`config.mk`:
```
export PLATFORM = sky130hd
export DESIGN_NAME = homomorphic_multiply_stream
export DESIGN_NICKNAME = d
export VERILOG_FILES = /design/src/rtl/homomorphic_multiply_stream.sv
export SDC_FILE = /design/constraint.sdc
export NUM_CORES = 1
export LEC_CHECK = 0
export CAP_MARGIN = 5
export CORE_MARGIN = 1.5
export CORE_UTILIZATION = 60
export CTS_BUF_LIST = sky130_fd_sc_hd__clkbuf_4
export DETAILED_ROUTE_END_ITERATION = 10
export PLACE_DENSITY = 0.88
export SLEW_MARGIN = 25
export SYNTH_ARGS = -nofsm -noshare
export SYNTH_HDL_FRONTEND = slang
export SYNTH_SLANG_ARGS = --single-unit
```
`constraint.sdc`:
```
create_clock -name clk_i -period 10.5 [get_ports clk_i]
set_input_delay 1.05 -clock clk_i [delete_from_list [all_inputs] [get_ports clk_i]]
set_output_delay 1.05 -clock clk_i [all_outputs]
set_load 0.02 [all_outputs]
```
`src/rtl/homomorphic_multiply_stream.sv`:
```
// Streaming polynomial multiplier for ciphertext coefficient vectors.
// Two N-coefficient vectors arrive over a PARALLEL-lane valid/ready stream
// (A first, then B). The product mod 2^Q_WIDTH is computed PARALLEL output
// coefficients at a time, with N MAC cycles per output beat. Linear
// (2N-1 coefficients) or negacyclic mod x^N+1 (N coefficients) results leave
// on a backpressured PARALLEL-lane output stream.
//
// Ports:
//   clk_i        clock, rising edge
//   rst_i        synchronous reset, active-high
//   mode_i       0 = linear, 1 = negacyclic; sampled with the first A beat
//   in_valid_i   input beat valid
//   in_ready_o   input beat can be accepted (LOAD_A / LOAD_B only)
//   in_data_i    lane p = coefficient beat*PARALLEL + p
//   out_valid_o  output beat valid
//   out_ready_i  downstream accepts output beat
//   out_data_o   lane p = result coefficient k + p (0 beyond the product)
//   out_last_o   final beat of the product
//   busy_o       an operation is in progress
module homomorphic_multiply_stream #(
    parameter int unsigned N         = 4,
    parameter int unsigned PARALLEL  = 2,
    parameter int unsigned Q_WIDTH   = 10,
    parameter int unsigned IDX_WIDTH = 3
) (
    input  logic                          clk_i,
    input  logic                          rst_i,
    input  logic                          mode_i,
    input  logic                          in_valid_i,
    output logic                          in_ready_o,
    input  logic [PARALLEL*Q_WIDTH-1:0]   in_data_i,
    output logic                          out_valid_o,
    input  logic                          out_ready_i,
    output logic [PARALLEL*Q_WIDTH-1:0]   out_data_o,
    output logic                          out_last_o,
    output logic                          busy_o
);

    localparam int unsigned BEATS = N / PARALLEL;
    localparam int unsigned AW    = (N > 1) ? $clog2(N) : 1;
    localparam int unsigned DW    = PARALLEL * Q_WIDTH;

    typedef enum logic [1:0] {LOAD_A, LOAD_B, MAC, OUT} state_e;

    state_e                 state_q, state_d;
    logic [IDX_WIDTH-1:0]   beat_q, beat_d;
    logic [IDX_WIDTH-1:0]   i_q, i_d;
    logic [IDX_WIDTH-1:0]   k_q, k_d;
    logic                   mode_q, mode_d;
    logic [Q_WIDTH-1:0]     acc_q [PARALLEL];
    logic [Q_WIDTH-1:0]     acc_d [PARALLEL];
    logic [Q_WIDTH-1:0]     acc_next [PARALLEL];
    logic [DW-1:0]          out_data_q, out_data_d;
    logic                   out_valid_q, out_valid_d;
    logic                   out_last_q, out_last_d;
    logic                   in_ready_q, in_ready_d;
    logic                   busy_q, busy_d;

    logic [Q_WIDTH-1:0]     a_q [N];
    logic [Q_WIDTH-1:0]     b_q [N];

    logic                   in_hs;
    logic                   out_hs;

    assign in_hs  = in_valid_i & in_ready_q;
    assign out_hs = out_valid_q & out_ready_i;

    // Coefficient buffers: no reset needed, always fully rewritten before use.
    always_ff @(posedge clk_i) begin
        if (in_hs) begin
            for (int p = 0; p < int'(PARALLEL); p++) begin
                if (state_q == LOAD_A)
                    a_q[AW'(int'(beat_q) * int'(PARALLEL) + p)] <= in_data_i[p*Q_WIDTH +: Q_WIDTH];
                else
                    b_q[AW'(int'(beat_q) * int'(PARALLEL) + p)] <= in_data_i[p*Q_WIDTH +: Q_WIDTH];
            end
        end
    end

    // One MAC term per lane: coefficient c = k+p gets A[i]*B[c-i].
    // Negative c-i only contributes in negacyclic mode, wrapped and negated.
    always_comb begin : mac_terms
        int c;
        int d;
        logic [Q_WIDTH-1:0] prod;
        c    = 0;
        d    = 0;
        prod = '0;
        for (int p = 0; p < int'(PARALLEL); p++) begin
            c           = int'(k_q) + p;
            d           = c - int'(i_q);
            prod        = '0;
            acc_next[p] = acc_q[p];
            if (d >= 0 && d < int'(N)) begin
                prod        = a_q[AW'(i_q)] * b_q[AW'(d)];
                acc_next[p] = acc_q[p] + prod;
            end else if (mode_q && d < 0) begin
                prod        = a_q[AW'(i_q)] * b_q[AW'(d + int'(N))];
                acc_next[p] = acc_q[p] - prod;
            end
        end
    end

    // Next-state and registered-output logic.
    always_comb begin : next_state
        int l_len;
        state_d     = state_q;
        beat_d      = beat_q;
        i_d         = i_q;
        k_d         = k_q;
        mode_d      = mode_q;
        acc_d       = acc_q;
        out_data_d  = out_data_q;
        out_valid_d = out_valid_q;
        out_last_d  = out_last_q;
        l_len       = mode_q ? int'(N) : 2 * int'(N) - 1;

        case (state_q)
            LOAD_A: begin
                if (in_hs) begin
                    if (beat_q == '0)
                        mode_d = mode_i;
                    if (beat_q == IDX_WIDTH'(BEATS - 1)) begin
                        beat_d  = '0;
                        state_d = LOAD_B;
                    end else begin
                        beat_d = beat_q + IDX_WIDTH'(1);
                    end
                end
            end
            LOAD_B: begin
                if (in_hs) begin
                    if (beat_q == IDX_WIDTH'(BEATS - 1)) begin
                        beat_d  = '0;
                        i_d     = '0;
                        k_d     = '0;
                        for (int p = 0; p < int'(PARALLEL); p++)
                            acc_d[p] = '0;
                        state_d = MAC;
                    end else begin
                        beat_d = beat_q + IDX_WIDTH'(1);
                    end
                end
            end
            MAC: begin
                acc_d = acc_next;
                if (i_q == IDX_WIDTH'(N - 1)) begin
                    i_d         = '0;
                    state_d     = OUT;
                    out_valid_d = 1'b1;
                    out_last_d  = (int'(k_q) + int'(PARALLEL)) >= l_len;
                    // Lanes past the end of the product read as zero.
                    for (int p = 0; p < int'(PARALLEL); p++)
                        out_data_d[p*Q_WIDTH +: Q_WIDTH] =
                            ((int'(k_q) + p) < l_len) ? acc_next[p] : '0;
                end else begin
                    i_d = i_q + IDX_WIDTH'(1);
                end
            end
            OUT: begin
                if (out_hs) begin
                    out_valid_d = 1'b0;
                    out_last_d  = 1'b0;
                    if (out_last_q) begin
                        k_d     = '0;
                        state_d = LOAD_A;
                    end else begin
                        k_d     = k_q + IDX_WIDTH'(PARALLEL);
                        for (int p = 0; p < int'(PARALLEL); p++)
                            acc_d[p] = '0;
                        state_d = MAC;
                    end
                end
            end
            default: state_d = LOAD_A;
        endcase

        in_ready_d = (state_d == LOAD_A) || (state_d == LOAD_B);
        busy_d     = !((state_d == LOAD_A) && (beat_d == '0));
    end

    always_ff @(posedge clk_i) begin
        if (rst_i) begin
            state_q     <= LOAD_A;
            beat_q      <= '0;
            i_q         <= '0;
            k_q         <= '0;
            mode_q      <= 1'b0;
            for (int p = 0; p < int'(PARALLEL); p++)
                acc_q[p] <= '0;
            out_data_q  <= '0;
            out_valid_q <= 1'b0;
            out_last_q  <= 1'b0;
            in_ready_q  <= 1'b1;
            busy_q      <= 1'b0;
        end else begin
            state_q     <= state_d;
            beat_q      <= beat_d;
            i_q         <= i_d;
            k_q         <= k_d;
            mode_q      <= mode_d;
            acc_q       <= acc_d;
            out_data_q  <= out_data_d;
            out_valid_q <= out_valid_d;
            out_last_q  <= out_last_d;
            in_ready_q  <= in_ready_d;
            busy_q      <= busy_d;
        end
    end

    assign in_ready_o  = in_ready_q;
    assign out_valid_o = out_valid_q;
    assign out_data_o  = out_data_q;
    assign out_last_o  = out_last_q;
    assign busy_o      = busy_q;

endmodule

```
==> results.tsv <==
metric	value	unit
port_buffers	48	
wl_per_cell	18.0	microns
whs_endpoint	out_data_o[8]	
initial_utilization	61.0	%
cts_setup_buffers	0	
cts-buffers-inserted	17	
core	19400	sq um
rsz0062_at_grt	false	
ant_nets	0	
root_buffer	clkbuf_4	
ff2ff_path_depth	22	
cp-start-kind	flip-flop	
worst-path-max-fanout	10	
p_seq_share	25.3	%
rr_startpoint	i_q[1]	
insertion_delay	600	ps
hpwl	20.4	mm
power-per-cell-area	184	nW/um^2
cp_slowest_cell	fa_1	
synth.net_count	1398	
final_cells	1458	
hp-start	out_data_o[8]	
critical_path.startpoint	i_q[1]	
synth_cell_types	55	
end_kind	flip-flop	
drive_gt1_share	6.63	%
postLayoutCellArea	12800	sq um
place_congestion	0.878	
io_pins	49	
finalClockSkew	34.8	ps
antenna_found_initial	0	
dieArea	20600	sq um
slew_headroom	30.4	%
path_cells	inv_1 -> fa_1 -> mux4_2 -> and2_1 -> fa_1 -> fa_1 -> ha_1 -> inv_1 -> fa_1 -> inv_1 -> fa_1 -> inv_1 -> ha_1 -> nand3_1 -> a21oi_1 -> o31ai_1 -> nand2b_1 -> a21oi_1 -> xnor3_1 -> a21oi_1 -> o21ai_1 -> a21oi_1	
leakage	5.50	nW
grtUsageTotal	28.1	%
comb_power_share	60.2	%
holdPathStages	2	
async_reset_ff_share	0	%
hold_viol_final	0	
drt-initial-drc-count	501	
dp.cells	1425	
worstHoldPathType	reg2reg	
tritoncts	done	
synth_edf_count	80	
synth_ff_type	edfxtp_1	
viasPerCell	5.70	
post-route-util	66.1	%
clock_path_buffers	2	
drcViolationCount	0	
critPathRequiredTime	11020	ps
ctsResizeCount	0	
r2r_setup_slack	3750	ps
vias	8314	
area_growth	8.33	%
grt_pass1_wl	43.6	mm
dpl-instance-area	12600	sq um
tightest_slew	1040	ps
whs	464	ps
grt_max_degree	55	
row_count	51	
avgSynthCellArea	10.4	sq um
final_nets	1439	
p_int	1.34	mW
ir_drop	0.000123	V
htree_levels	4	
overflow	0	
drt-total-wl	26.3	mm
dr.pass1.iters	5	
dieHeight	143	microns
fp.dieW	143	microns
fin_crit_sh	64.3	%
max_stage_delay	880	ps
cp.arrival	7270	ps
grt_pass1_vias	8733	
ys_ff_latch	137	
setup_viol	0	
finalCriticalPeriod	6750	ps
synth_area	11800	sq um
switching_share	43.3	%
clock-sinks	137	
cp_common_cell	fa_1	
clock_power_share	14.5	%
max_freq	148	MHz
status	complete, no violations	
hold_buffers	0	
timing_max_transition_violations_final	0	
tns	0	ps
r2r-end	out_data_o[9]	
ys_seq_area_share	29.9	%
cap_violations	0	
synth_cells	1138	
yosysWarnings	0	
power_switching	1.02	mW
critical_path_class	reg2reg	
path_clk_slew	150	ps
==> cell families (layout without fill, tap and decap cells) <==
family | after synthesis | count (layout) | synth area share (%)
mux | 31 | 31 | 5.83
buf+inv | 247 | 301 | 8.10
xor+xnor | 70 | 70 | 5.48
fa+ha+maj | 235 | 235 | 31.9
compound gates | 155 | 155 | 8.32
other cells | 0 | 1 | 0
simple gates | 263 | 263 | 10.5
flops | 137 | 137 | 29.9
==> cells in the mapped netlist, types with 11 or more instances <==
master	count	share of area (%)
inv_1	213	6.8
ha_1	124	13
fa_1	111	19
nand2_1	89	2.8
edfxtp_1	80	20
nor2_1	68	2.2
and2_1	62	3.3
dfxtp_1	57	9.6
xnor2_1	56	4.1
a21oi_1	47	2.0
a22oi_1	33	2.1
mux4_2	29	5.5
clkbuf_1	26	0.82
o21ai_0	26	1.1
xor2_1	11	0.81
==> how the worst max path moves through the flow <==
stage | endpoint | slack (ps)
2_1_floorplan | out_data_o[9] | 4120
3_3_place_gp | out_data_o[9] | 3990
3_5_place_dp | out_data_o[9] | 3870
4_1_cts | out_data_o[9] | 3810
5_1_grt | out_data_o[9] | 3360
6_report | out_data_o[9] | 3750
==> final cells by class <==
class | instances | area (sq um)
well taps | 265 | 332
clock inverters | 14 | 129
clock buffers | 18 | 135
repair buffers | 56 | 536
fillers | 1446 | 6580
flip-flops and latches | 137 | 3540
inverters | 213 | 800
multi-input cells | 754 | 7350
diodes | 1 | 2.50
==> placed cells by master (no fill, tap or decap), drive strengths merged, types with 7 or more instances in the layout <==
| cell | count |
|---|---|
| a21o | 7 |
| a21oi | 48 |
| a22oi | 33 |
| and2 | 62 |
| buf | 9 |
| clkbuf | 18 |
| clkdlybuf4s50 | 47 |
| dfxtp | 57 |
| edfxtp | 80 |
| fa | 111 |
| ha | 124 |
| inv | 223 |
| mux4 | 30 |
| nand2 | 92 |
| nand3 | 8 |
| nor2 | 68 |
| nor3 | 9 |
| o21ai | 28 |
| xnor2 | 56 |
| xor2 | 12 |
==> sequential cells by signal (all words and copies together), names as in the netlist, named ones only <==
| name | count |
|---|---|
| out_last_o | 1 |
| out_valid_o | 1 |
| i_q | 3 |
| acc_q | 20 |
| state_q | 2 |
| in_ready_o | 1 |
| beat_q | 3 |
| out_data_o | 20 |
| mode_q | 1 |
| a_q | 40 |
| b_q | 40 |
| busy_o | 1 |
| k_q | 2 |
==> critical path: cells and delay by family (launching register included) <==
family,cells,cell delay [ps]
simple gates,3,390
buf+inv,4,240
flops,1,400
mux,1,690
compound gates,6,1010
xor+xnor,1,390
fa+ha+maj,7,3540
==> metal layers <==
layer	global-route usage, %	wire [microns]
met5	0	0
met4	13.7	1050
met3	4.83	1690
met2	47.2	13000
met1	35.4	10500
==> power by group through the flow <==
stage	sequential, mW	clock [mW]	combinational, mW
after floorplan	0.607	0	1.11
after global placement	0.609	0	1.35
after detailed placement	0.611	0	1.41
after CTS	0.599	0.344	1.43
after global routing	0.601	0.369	1.62
final	0.599	0.343	1.42
==> per-stage QoR <==
step | worst slack [ps] | power [mW]
after floorplan | 4120 | 1.72
after global placement | 3990 | 1.96
after detailed placement | 3870 | 2.03
after CTS | 3810 | 2.37
after global routing | 3360 | 2.59
final | 3750 | 2.36
(Power assumes the default switching activity.)
